`src/rtl/lsu_mem_master_pkg.sv`:
```
// Shared funct3 size-select codes, LSU state encoding and small decode helpers
// used by the LSU initiator and its lane aligner.
package lsu_mem_master_pkg;

    localparam logic [2:0] SEL_BYTE = 3'b000;
    localparam logic [2:0] SEL_HALF = 3'b001;
    localparam logic [2:0] SEL_WORD = 3'b010;
    localparam logic [2:0] SEL_DWRD = 3'b011;
    localparam logic [2:0] SEL_BYTU = 3'b100;
    localparam logic [2:0] SEL_HLFU = 3'b101;
    localparam logic [2:0] SEL_WRDU = 3'b110;
    localparam logic [2:0] SEL_ILL  = 3'b111;

    typedef enum logic [2:0] {
        ST_IDLE = 3'd0,
        ST_B0   = 3'd1,
        ST_W0   = 3'd2,
        ST_B1   = 3'd3,
        ST_W1   = 3'd4,
        ST_RESP = 3'd5
    } lsu_state_e;

    // Access size in bytes; bit 2 of funct3 only selects zero-extension.
    function automatic logic [3:0] sel_size(input logic [2:0] funct3);
        logic [3:0] size;
        case (funct3[1:0])
            2'b00:   size = 4'd1;
            2'b01:   size = 4'd2;
            2'b10:   size = 4'd4;
            default: size = 4'd8;
        endcase
        return size;
    endfunction

    // Unsigned selects have no meaning for stores; 3'b111 is undefined for both.
    function automatic logic sel_illegal(input logic we, input logic [2:0] funct3);
        return (funct3 == SEL_ILL) || (we && funct3[2]);
    endfunction

endpackage

```
`src/rtl/lsu_lane_align.sv`:
```
// Combinational byte-lane alignment: store byte enables and data shifted into
// one or two doubleword beats, and load merge of two beats with extension.
module lsu_lane_align
    import lsu_mem_master_pkg::*;
(
    input  logic [2:0]  funct3_i,
    input  logic [2:0]  off_i,
    input  logic [63:0] wdata_i,
    input  logic [63:0] beat0_i,
    input  logic [63:0] beat1_i,
    output logic        split_o,
    output logic [7:0]  be0_o,
    output logic [7:0]  be1_o,
    output logic [63:0] wdata0_o,
    output logic [63:0] wdata1_o,
    output logic [63:0] ldata_o
);

    logic [3:0]   size;
    logic [15:0]  mask;
    logic [15:0]  mask_sh;
    logic [127:0] wide_w;
    logic [63:0]  raw_unused_hi;
    logic [63:0]  raw;
    logic         sgn;

    always_comb begin
        size     = sel_size(funct3_i);
        split_o  = ({1'b0, off_i} + size) > 4'd8;
        mask     = (16'd1 << size) - 16'd1;
        mask_sh  = mask << off_i;
        be0_o    = mask_sh[7:0];
        be1_o    = mask_sh[15:8];

        // Upper half of the 128-bit shift is exactly the spill into the next doubleword.
        wide_w   = {64'd0, wdata_i} << {off_i, 3'b000};
        wdata0_o = wide_w[63:0];
        wdata1_o = wide_w[127:64];

        {raw_unused_hi, raw} = {beat1_i, beat0_i} >> {off_i, 3'b000};
        sgn      = !funct3_i[2];
        case (size)
            4'd1:    ldata_o = {{56{sgn & raw[7]}},  raw[7:0]};
            4'd2:    ldata_o = {{48{sgn & raw[15]}}, raw[15:0]};
            4'd4:    ldata_o = {{32{sgn & raw[31]}}, raw[31:0]};
            default: ldata_o = raw;
        endcase
    end

endmodule

```
`src/rtl/lsu_mem_master.sv`:
```
// Load/store initiator: converts byte-addressed requests into one or two
// doubleword memory beats and returns sign/zero-extended load data.
//  state | meaning
//  IDLE  | ready, waiting for a request
//  B0    | first beat requested, waiting for grant
//  W0    | waiting for first read beat data
//  B1    | second beat (next doubleword) requested
//  W1    | waiting for second read beat data
//  RESP  | one-cycle response pulse
module lsu_mem_master
    import lsu_mem_master_pkg::*;
#(
    parameter int ADDR_W = 64,
    parameter int IDX_W  = 12
) (
    input  logic              clk,
    input  logic              rst_n,
    input  logic              req_valid_i,
    output logic              req_ready_o,
    input  logic              req_we_i,
    input  logic [2:0]        funct3_i,
    input  logic [ADDR_W-1:0] addr_i,
    input  logic [63:0]       wdata_i,
    output logic              resp_valid_o,
    output logic              resp_err_o,
    output logic [63:0]       rdata_o,
    output logic              mem_req_o,
    input  logic              mem_gnt_i,
    output logic              mem_wen_n_o,
    output logic [IDX_W-1:0]  mem_addr_o,
    output logic [7:0]        mem_be_o,
    output logic [63:0]       mem_wdata_o,
    input  logic              mem_rvalid_i,
    input  logic [63:0]       mem_rdata_i
);

    lsu_state_e       state_q;
    logic             we_q;
    logic [2:0]       funct3_q;
    logic [2:0]       off_q;
    logic [IDX_W-1:0] idx_q;
    logic [63:0]      wdata_q;
    logic [63:0]      beat0_q;
    logic [63:0]      rdata_q;
    logic             resp_valid_q;
    logic             resp_err_q;

    logic             split;
    logic [7:0]       be0;
    logic [7:0]       be1;
    logic [63:0]      wd0;
    logic [63:0]      wd1;
    logic [63:0]      ldata;
    logic [63:0]      merge_beat0;
    logic             in_beat;
    logic             second;
    logic             unused_addr;

    assign unused_addr = ^addr_i[ADDR_W-1:IDX_W+3];

    // In W0 the first beat is live on the bus; in W1 it comes from the capture register.
    assign merge_beat0 = (state_q == ST_W1) ? beat0_q : mem_rdata_i;

    lsu_lane_align u_align (
        .funct3_i (funct3_q),
        .off_i    (off_q),
        .wdata_i  (wdata_q),
        .beat0_i  (merge_beat0),
        .beat1_i  (mem_rdata_i),
        .split_o  (split),
        .be0_o    (be0),
        .be1_o    (be1),
        .wdata0_o (wd0),
        .wdata1_o (wd1),
        .ldata_o  (ldata)
    );

    // Beat outputs depend only on registered state, so they cannot move while stalled.
    assign in_beat      = (state_q == ST_B0) || (state_q == ST_B1);
    assign second       = (state_q == ST_B1);
    assign req_ready_o  = (state_q == ST_IDLE);
    assign resp_valid_o = resp_valid_q;
    assign resp_err_o   = resp_err_q;
    assign rdata_o      = rdata_q;
    assign mem_req_o    = in_beat;
    assign mem_wen_n_o  = !(in_beat && we_q);
    assign mem_addr_o   = !in_beat ? '0 : (second ? idx_q + IDX_W'(1) : idx_q);
    assign mem_be_o     = !in_beat ? 8'd0 : (second ? be1 : be0);
    assign mem_wdata_o  = !(in_beat && we_q) ? 64'd0 : (second ? wd1 : wd0);

    always_ff @(posedge clk or negedge rst_n) begin
        if (!rst_n) begin
            state_q      <= ST_IDLE;
            we_q         <= 1'b0;
            funct3_q     <= 3'd0;
            off_q        <= 3'd0;
            idx_q        <= '0;
            wdata_q      <= 64'd0;
            beat0_q      <= 64'd0;
            rdata_q      <= 64'd0;
            resp_valid_q <= 1'b0;
            resp_err_q   <= 1'b0;
        end else begin
            case (state_q)
                ST_IDLE: begin
                    if (req_valid_i) begin
                        we_q     <= req_we_i;
                        funct3_q <= funct3_i;
                        off_q    <= addr_i[2:0];
                        idx_q    <= addr_i[IDX_W+2:3];
                        wdata_q  <= wdata_i;
                        if (sel_illegal(req_we_i, funct3_i)) begin
                            state_q      <= ST_RESP;
                            resp_valid_q <= 1'b1;
                            resp_err_q   <= 1'b1;
                            rdata_q      <= 64'd0;
                        end else begin
                            state_q <= ST_B0;
                        end
                    end
                end
                ST_B0: begin
                    if (mem_gnt_i) begin
                        if (!we_q) begin
                            state_q <= ST_W0;
                        end else if (split) begin
                            state_q <= ST_B1;
                        end else begin
                            state_q      <= ST_RESP;
                            resp_valid_q <= 1'b1;
                            rdata_q      <= 64'd0;
                        end
                    end
                end
                ST_W0: begin
                    if (mem_rvalid_i) begin
                        beat0_q <= mem_rdata_i;
                        if (split) begin
                            state_q <= ST_B1;
                        end else begin
                            state_q      <= ST_RESP;
                            resp_valid_q <= 1'b1;
                            rdata_q      <= ldata;
                        end
                    end
                end
                ST_B1: begin
                    if (mem_gnt_i) begin
                        if (we_q) begin
                            state_q      <= ST_RESP;
                            resp_valid_q <= 1'b1;
                            rdata_q      <= 64'd0;
                        end else begin
                            state_q <= ST_W1;
                        end
                    end
                end
                ST_W1: begin
                    if (mem_rvalid_i) begin
                        state_q      <= ST_RESP;
                        resp_valid_q <= 1'b1;
                        rdata_q      <= ldata;
                    end
                end
                ST_RESP: begin
                    state_q      <= ST_IDLE;
                    resp_valid_q <= 1'b0;
                    resp_err_q   <= 1'b0;
                end
                default: begin
                    state_q <= ST_IDLE;
                end
            endcase
        end
    end

endmodule

```
`config.mk`:
```
export PLATFORM = sky130hd
export DESIGN_NAME = lsu_mem_master
export DESIGN_NICKNAME = d
export VERILOG_FILES = /design/src/rtl/lsu_mem_master_pkg.sv /design/src/rtl/lsu_lane_align.sv /design/src/rtl/lsu_mem_master.sv
export SDC_FILE = /design/constraint.sdc
export NUM_CORES = 1
export LEC_CHECK = 0
export ABC_AREA = 1
export ABC_CLOCK_PERIOD_IN_PS = 7700
export CAP_MARGIN = 20
export CELL_PAD_IN_SITES_DETAIL_PLACEMENT = 1
export CELL_PAD_IN_SITES_GLOBAL_PLACEMENT = 1
export CORE_MARGIN = 2
export CORE_UTILIZATION = 38
export DETAILED_ROUTE_END_ITERATION = 8
export HOLD_SLACK_MARGIN = 0.06
export PLACE_DENSITY = 0.95
export SYNTH_ARGS = -nofsm -noshare
export SYNTH_HDL_FRONTEND = slang
export SYNTH_SLANG_ARGS = --single-unit
export TNS_END_PERCENT = 20
```
`constraint.sdc`:
```
create_clock -name clk -period 7.7 [get_ports clk]
set_input_delay 1.155 -clock clk [delete_from_list [all_inputs] [get_ports clk]]
set_output_delay 1.155 -clock clk [all_outputs]
set_load 0.005 [all_outputs]
```
After elaboration in Yosys (flattened, before gate mapping)

Cells that the tools add are included.

Word-level logic and storage cells: 100
Output and inout bits: 153
Input bits: 201
Register bits after elaboration: 216

Muxes and demuxes: 41
Equality and inequality tests: 21
Add/subtract/negate cells: 3
Reductions and logical operators: 17
Shifts and indexed selects: 4
$lt $le $gt $ge: 1
Bitwise gates (word level): 3

Operators with widths:

| operator                                                               | count |
|---|---|
| 64-bit two-way mux                                                     | 13 |
| 64-bit one-hot mux with 5 select lines                                 | 1 |
| 64-bit one-hot mux with 3 select lines                                 | 1 |
| 64-bit by 6-bit << shifter with 128-bit output                         | 1 |
| 128-bit by 6-bit >> shifter with 64-bit output                         | 1 |
| 12-bit two-way mux                                                     | 2 |
| 3-bit two-way mux                                                      | 8 |
| 2-bit inequality test (second input constant)                          | 9 |
| 8-bit two-way mux                                                      | 2 |
| 1-bit by 4-bit << shifter with 16-bit output (first input constant)    | 1 |
| 16-bit by 3-bit << shifter with 16-bit output                          | 1 |
| 16-bit by 1-bit subtractor with 16-bit output (second input constant)  | 1 |
| 3-bit one-hot mux with 5 select lines                                  | 1 |
| 12-bit by 1-bit adder with 12-bit output (second input constant)       | 1 |
| 4-bit one-hot mux with 3 select lines                                  | 1 |
| 11-bit AND reduction                                                   | 1 |
| 1-bit two-way mux                                                      | 10 |
| 3-bit equality test (second input constant)                            | 3 |
| 9-bit AND reduction                                                    | 1 |
| 3-bit by 2-bit equality test with 1-bit output (second input constant) | 2 |
| 1-bit one-hot mux with 6 select lines                                  | 1 |
| 6-bit nonzero test                                                     | 1 |
| 5-bit AND reduction                                                    | 1 |
| 5-bit nonzero test                                                     | 1 |
| 19 further kinds                                                       | 25 |

Longest topological paths before layout

Depth in word-level cells: 8
Mapped depth: 17
Gate-level depth less buffers: 16

Hierarchy

A second synthesis with hierarchy kept.

Cell total of the unflattened synthesis: 2929
Area, all modules: 17543.1 sq um

Modules (own cells, without submodules):

| module         | sequential area each (sq um) | cells an instance | times used | area each (sq um) |
|---|---|---|---|---|
| lsu_mem_master | 5405.2                       | 1553              | 1          | 11162.0 |
| lsu_lane_align | 0.0                          | 1376              | 1          | 6381.1 |

Worst setup path after synthesis

Ideal clock, no wire load.

Kind: reg-to-output
From: reg funct3_q[1]
To: out mem_be_o[4]
Path buffers: 3
Required time: 6545 ps
Path slack: 4353 ps
Cell stages (with the launch flop): 10
Data arrival time: 2192 ps
Cell sequence: dfrtp_1 buf_2 nand2_1 inv_1 clkbuf_1 buf_1 ha_1 o21ai_0 o21ai_0 a221oi_1

Longest elaborated chain between the ends: 7
Elaborated cells on any way between the ends: 9
Classes of those cells: add/sub: 1; eq/ne: 2; shift: 2; mux: 3; reduce/logical: 1

Ends and longest elaborated chain:

| element                                         | line                     | source |
|---|---|---|
| from (decl)                                     | lsu_mem_master.sv:39     | `logic [2:0] funct3_q;` |
| from (signal assigned)                          | lsu_mem_master.sv:108    | `funct3_q <= funct3_i;` |
| 2-bit equality test (tied with other cells)     | lsu_mem_master_pkg.sv:26 | `case (funct3[1:0])` |
| 4-bit one-hot mux with 3 select lines *         | lsu_mem_master_pkg.sv:26 |  |
| 1-bit by 4-bit << shifter with 16-bit output *  | lsu_lane_align.sv:30     | `mask = (16'd1 << size) - 16'd1;` |
| 16-bit by 1-bit subtractor with 16-bit output * | lsu_lane_align.sv:30     |  |
| 16-bit by 3-bit << shifter with 16-bit output * | lsu_lane_align.sv:31     | `mask_sh = mask << off_i;` |
| 8-bit two-way mux * (2 in series)               | lsu_mem_master.sv:88     | `assign mem_be_o = !in_beat ? 8'd0 : (second ? be1 : be0);` |
| to (decl)                                       | lsu_mem_master.sv:31     | `output logic [7:0] mem_be_o,` |

Every way passes the cells marked *; elsewhere a longest branch is shown, timed or not.

Worst setup path in the final report

From: reg state_q[2]
To: out mem_wdata_o[20]

Longest elaborated chain between the ends: 4
Elaborated cells on any way between the ends: 6
Classes of those cells: eq/ne: 2; mux: 2; reduce/logical: 2

Ends and longest elaborated chain:

| element                                                                                                                 | line                                       | source |
|---|---|---|
| from (decl)                                                                                                             | lsu_mem_master.sv:37                       | `lsu_state_e state_q;` |
| from (signal assigned)                                                                                                  | lsu_mem_master.sv:93                       | `state_q <= ST_IDLE;` |
| from (signal assigned)                                                                                                  | lsu_mem_master.sv:113                      | `state_q <= ST_RESP;` |
| from (signal assigned)                                                                                                  | lsu_mem_master.sv:118                      | `state_q <= ST_B0;` |
| 3-bit by 1-bit equality test with 1-bit output / 3-bit by 2-bit equality test with 1-bit output (equally long branches) | lsu_mem_master.sv:79, lsu_mem_master.sv:80 |  |
| 1-bit logical OR                                                                                                        | lsu_mem_master.sv:79                       | `assign in_beat = (state_q == ST_B0) \|\| (state_q == ST_B1);` |
| 1-bit logical AND                                                                                                       | lsu_mem_master.sv:89                       | `assign mem_wdata_o = !(in_beat && we_q) ? 64'd0 : (second ? wd1 : wd0);` |
| 64-bit two-way mux *                                                                                                    | lsu_mem_master.sv:89                       |  |
| to (decl)                                                                                                               | lsu_mem_master.sv:32                       | `output logic [63:0] mem_wdata_o,` |

Marked as above.

==> summary.md <==
| Metric | Value |
|---|---|
| Status | `finished clean` |
| Via Count | `19235` |
| Simple-Gate Fraction of Synth Area | `0.353` |
| Syn nets | `2821` |
| DR DRC count | `0` |
| Reg2reg start | `off_q[1]` |
| Synth Area per Inst | `6.14 µm²` |
| Ports | `354` |
| Vias in the first global route | `20256` |
| Largest net degree at the start of global routing | `112` |
| Worst-path clk slew | `60 ps` |
| RePlAce Congestion | `0.920` |
| Number of enable flip-flop cells after synthesis | `0` |
| Slew HR | `0.250` |
| Multiplexer area fraction after synthesis | `0.00764` |
| Arrival time worst endpoint | `5250 ps` |
| H-tree depth | `1` |
| Max_cap viols | `0` |
| Most used DFF post-synth | `dfrtp_1` |
| Syn. warnings | `0` |
| Final ANT Viol Nets | `0` |
| Worst-Margin Slew | `1130 ps` |
| Worst setup SP type | `flip-flop` |
| Post-synthesis adder-cell area fraction | `0.00390` |
| Hold endpoint | `rdata_o[22]` |
| Fin. Hold Viols | `0` |
| Final non-filler cell total | `3348` |
| First-pass DRT Iterations | `5` |
| Final cycle utilization of the critical path | `0.832` |
| CTS tree | `done` |
| Clock share of power | `0.164` |
| DR WL/cell | `21.8 µm` |
| Number of distinct library cells after synthesis | `41` |
| Sink Count | `216` |
| Clock tree root driver cell | `clkbuf_16` |
| Sequential fraction of the synthesis area | `0.337` |
| # rows | `75` |
| Vias per cell | `5.75` |
| Inst Count DP | `3294` |
| R2R Setup Slk | `2960 ps` |
| Psw | `4.63 mW` |
| Seq pwr share | `0.231` |
| Final core occ | `0.481` |
| Core box area | `41900 µm²` |
| Synth Area in Compound Gates | `0.189` |
| Fin. max-slew vios | `0` |
| Leakage | `10.1 nW` |
| Post_cts resized | `0` |
| Async set-or-reset flop fraction in the synthesized netlist | `1.00` |
| I/O Buffers | `304` |
| Clock buffer count from CTS | `28` |
| Hold Path Origin | `rdata_o[22]` |
| Yosys top cell area share | `0.337` |
| Cells after Synth | `2615` |
| Placed wire-length estimate | `50600 µm` |
| Setup repair bufs after CTS | `0` |
| Chip Height | `210 µm` |
| Clock insertion delay at the later pin of the skew report | `580 ps` |
| CTS max path bufs | `3` |
| Clk_skew | `12.4 ps` |
| Internal Power | `4.12 mW` |
| HP Class | `reg -> reg` |
| Die area | `43900 µm²` |
| Worst reg2reg path depth | `13` |
| Critical path capture point type | `primary output` |
| Antenna violations before repair | `2` |
| Largest family of logic cells by synthesized area | `simple AND/OR/NAND/NOR gates` |
| Fillers | `5567` |
| Fraction of layout cells with a size suffix above 1 | `0.0406` |
| Critical Path Fanout Max | `28` |
| PwrDens | `435 nW/µm²` |
| Dominant cells by area after synthesis | `dfrtp_1 34%, nand2_1 23%, o21ai_0 12%` |
| F_max | `156 MHz` |
| Post-Synth XOR/XNOR Area | `0` |
| Critical path class | `reg -> out` |
| Switch share | `0.529` |
| Peak VDD IR | `0.265 mV` |
| Hold Path Depth | `2` |
| Initial Util | `0.383` |
| DRT iter0 DRCs | `1951` |
| Dominant cell type by area after synthesis | `dfrtp_1` |
| Fin nets | `2993` |
| Cell area after synthesis | `16100 µm²` |
| Worst hold margin | `479 ps` |
| Drt total wl | `73000 µm` |
| GRT overflow | `0` |
| Period minus WS final | `6400 ps` |
| Setup TNS | `0 ps` |
| Global Route Usage Sum | `0.332` |
| FF-to-FF End | `rdata_o[2]` |
| Cts hold-fix bufs | `0` |
| First-pass GRT wire length | `115000 µm` |
| Combinational Power Share | `0.605` |
| Setup violations, final | `0` |
| Die X | `210 µm` |
| RSZ-0062 raised after global routing | `false` |
| FF+latch count, synth | `216` |
| Area Overhead vs Synth | `25.4%` |
| Req. time, crit path | `6550 ps` |
==> metrics by stage <==
step	worst slack, ps	power (mW)	cell area [µm²]
finish	1300	8.75	20100
global route	1110	9.40	20100
CTS	1230	8.63	20100
detailed placement	1860	7.12	19100
global placement	1980	6.88	19100
floorplan	4350	5.29	16100
==> cells in the mapped netlist (5+ instances only) <==
library cell and number:
o21ai_0 373, buf_1 27, o221ai_1 22, inv_1 239, nand3_1 218, nand2_1 983, o211ai_1 36, buf_2 54
inv_2 7, a21oi_1 64, mux2i_1 10, a22oi_1 10, dfrtp_1 216, clkbuf_1 89, nor2_1 142, nor3_1 21
ha_1 5, o21ai_1 10, o22ai_1 26, buf_6 6, buf_4 7, or2_2 13
==> how the worst max path moves through the flow <==
stage	end	cells past startpoint	start
finish	mem_wdata_o[20]	11	state_q[2]
global placement	mem_wdata_o[6]	10	state_q[2]
global route	mem_wdata_o[20]	11	state_q[2]
floorplan	mem_be_o[4]	9	funct3_q[1]
CTS	mem_wdata_o[6]	10	state_q[2]
detailed placement	mem_wdata_o[6]	10	state_q[2]
==> cells in the final DEF (no fill, tap or decap), types with 5 or more instances in the layout <==
cell type,synthesis,layout
or2_2,13,13
clkbuf_8,0,5
nand2_1,983,983
clkdlybuf4s50_1,0,303
o21ai_0,373,373
clkinv_2,0,9
nor3_1,21,21
inv_1,239,236
a21oi_1,64,64
a22oi_1,10,10
o221ai_1,22,22
dfrtp_1,216,213
ha_1,5,5
o22ai_1,26,26
clkbuf_16,0,29
inv_2,7,8
nand3_1,218,218
buf_4,7,21
o211ai_1,36,36
nor2_1,142,140
o21ai_1,10,10
mux2i_1,10,10
==> power groups by stage <==
stage          Combinational, mW  Clock [mW]  Sequential, mW
2_1_floorplan               3.51           0            1.78
3_3_place_gp                4.90           0            1.98
3_5_place_dp                5.11           0            2.02
4_1_cts                     5.18        1.44            2.01
5_1_grt                     5.84        1.48            2.08
6_report                    5.30        1.43            2.02
==> routing by layer <==
| layer | wire (µm) | vias up | GRT usage |
|---|---|---|---|
| met4 | 5340 | 2 | 0.215 |
| met1 | 27700 | 9335 | 0.391 |
| li1 | - | 8775 | - |
| met5 | 9 | - | 0 |
| met3 | 5060 | 241 | 0.0480 |
| met2 | 34900 | 882 | 0.568 |
==> area by class of cell <==
type,count,area (µm²),area share
Timing Repair Buffer,327,3250,0.161
Clock inverter,13,168,0.00833
Tap cell,539,674,0.0335
Clock buffer,38,810,0.0402
Sequential cell,216,5410,0.269
Antenna cell,1,2.50,0.000124
Inverter,247,931,0.0462
Multi-Input combinational cell,1967,8890,0.441
==> flip-flops by register name, indices dropped and copies added, names as in the netlist <==
register	count
state_q	3
resp_valid_o	1
we_q	1
idx_q	12
funct3_q	3
off_q	3
beat0_q	64
resp_err_o	1
rdata_o	64
wdata_q	64
==> cell families after synthesis <==
kind of cell / count (synthesis)
AOI/OAI and AO/OA: 553
adders and majority gates: 5
buffers and inverters: 432
DFF: 216
muxes: 12
and+or+nand+nor: 1397
==> worst max-delay path: stages, from the launching register on <==
cell	delay, ps
dfrtp_1	600
inv_2	180
nand2_1	380
nor2_2	630
inv_1	300
nor2_4	680
inv_1	580
buf_16	320
o221ai_1	230
nand2_1	140
inv_1	100
clkdlybuf4s50_1	510
Note: power is estimated with default switching activity, not from simulation.
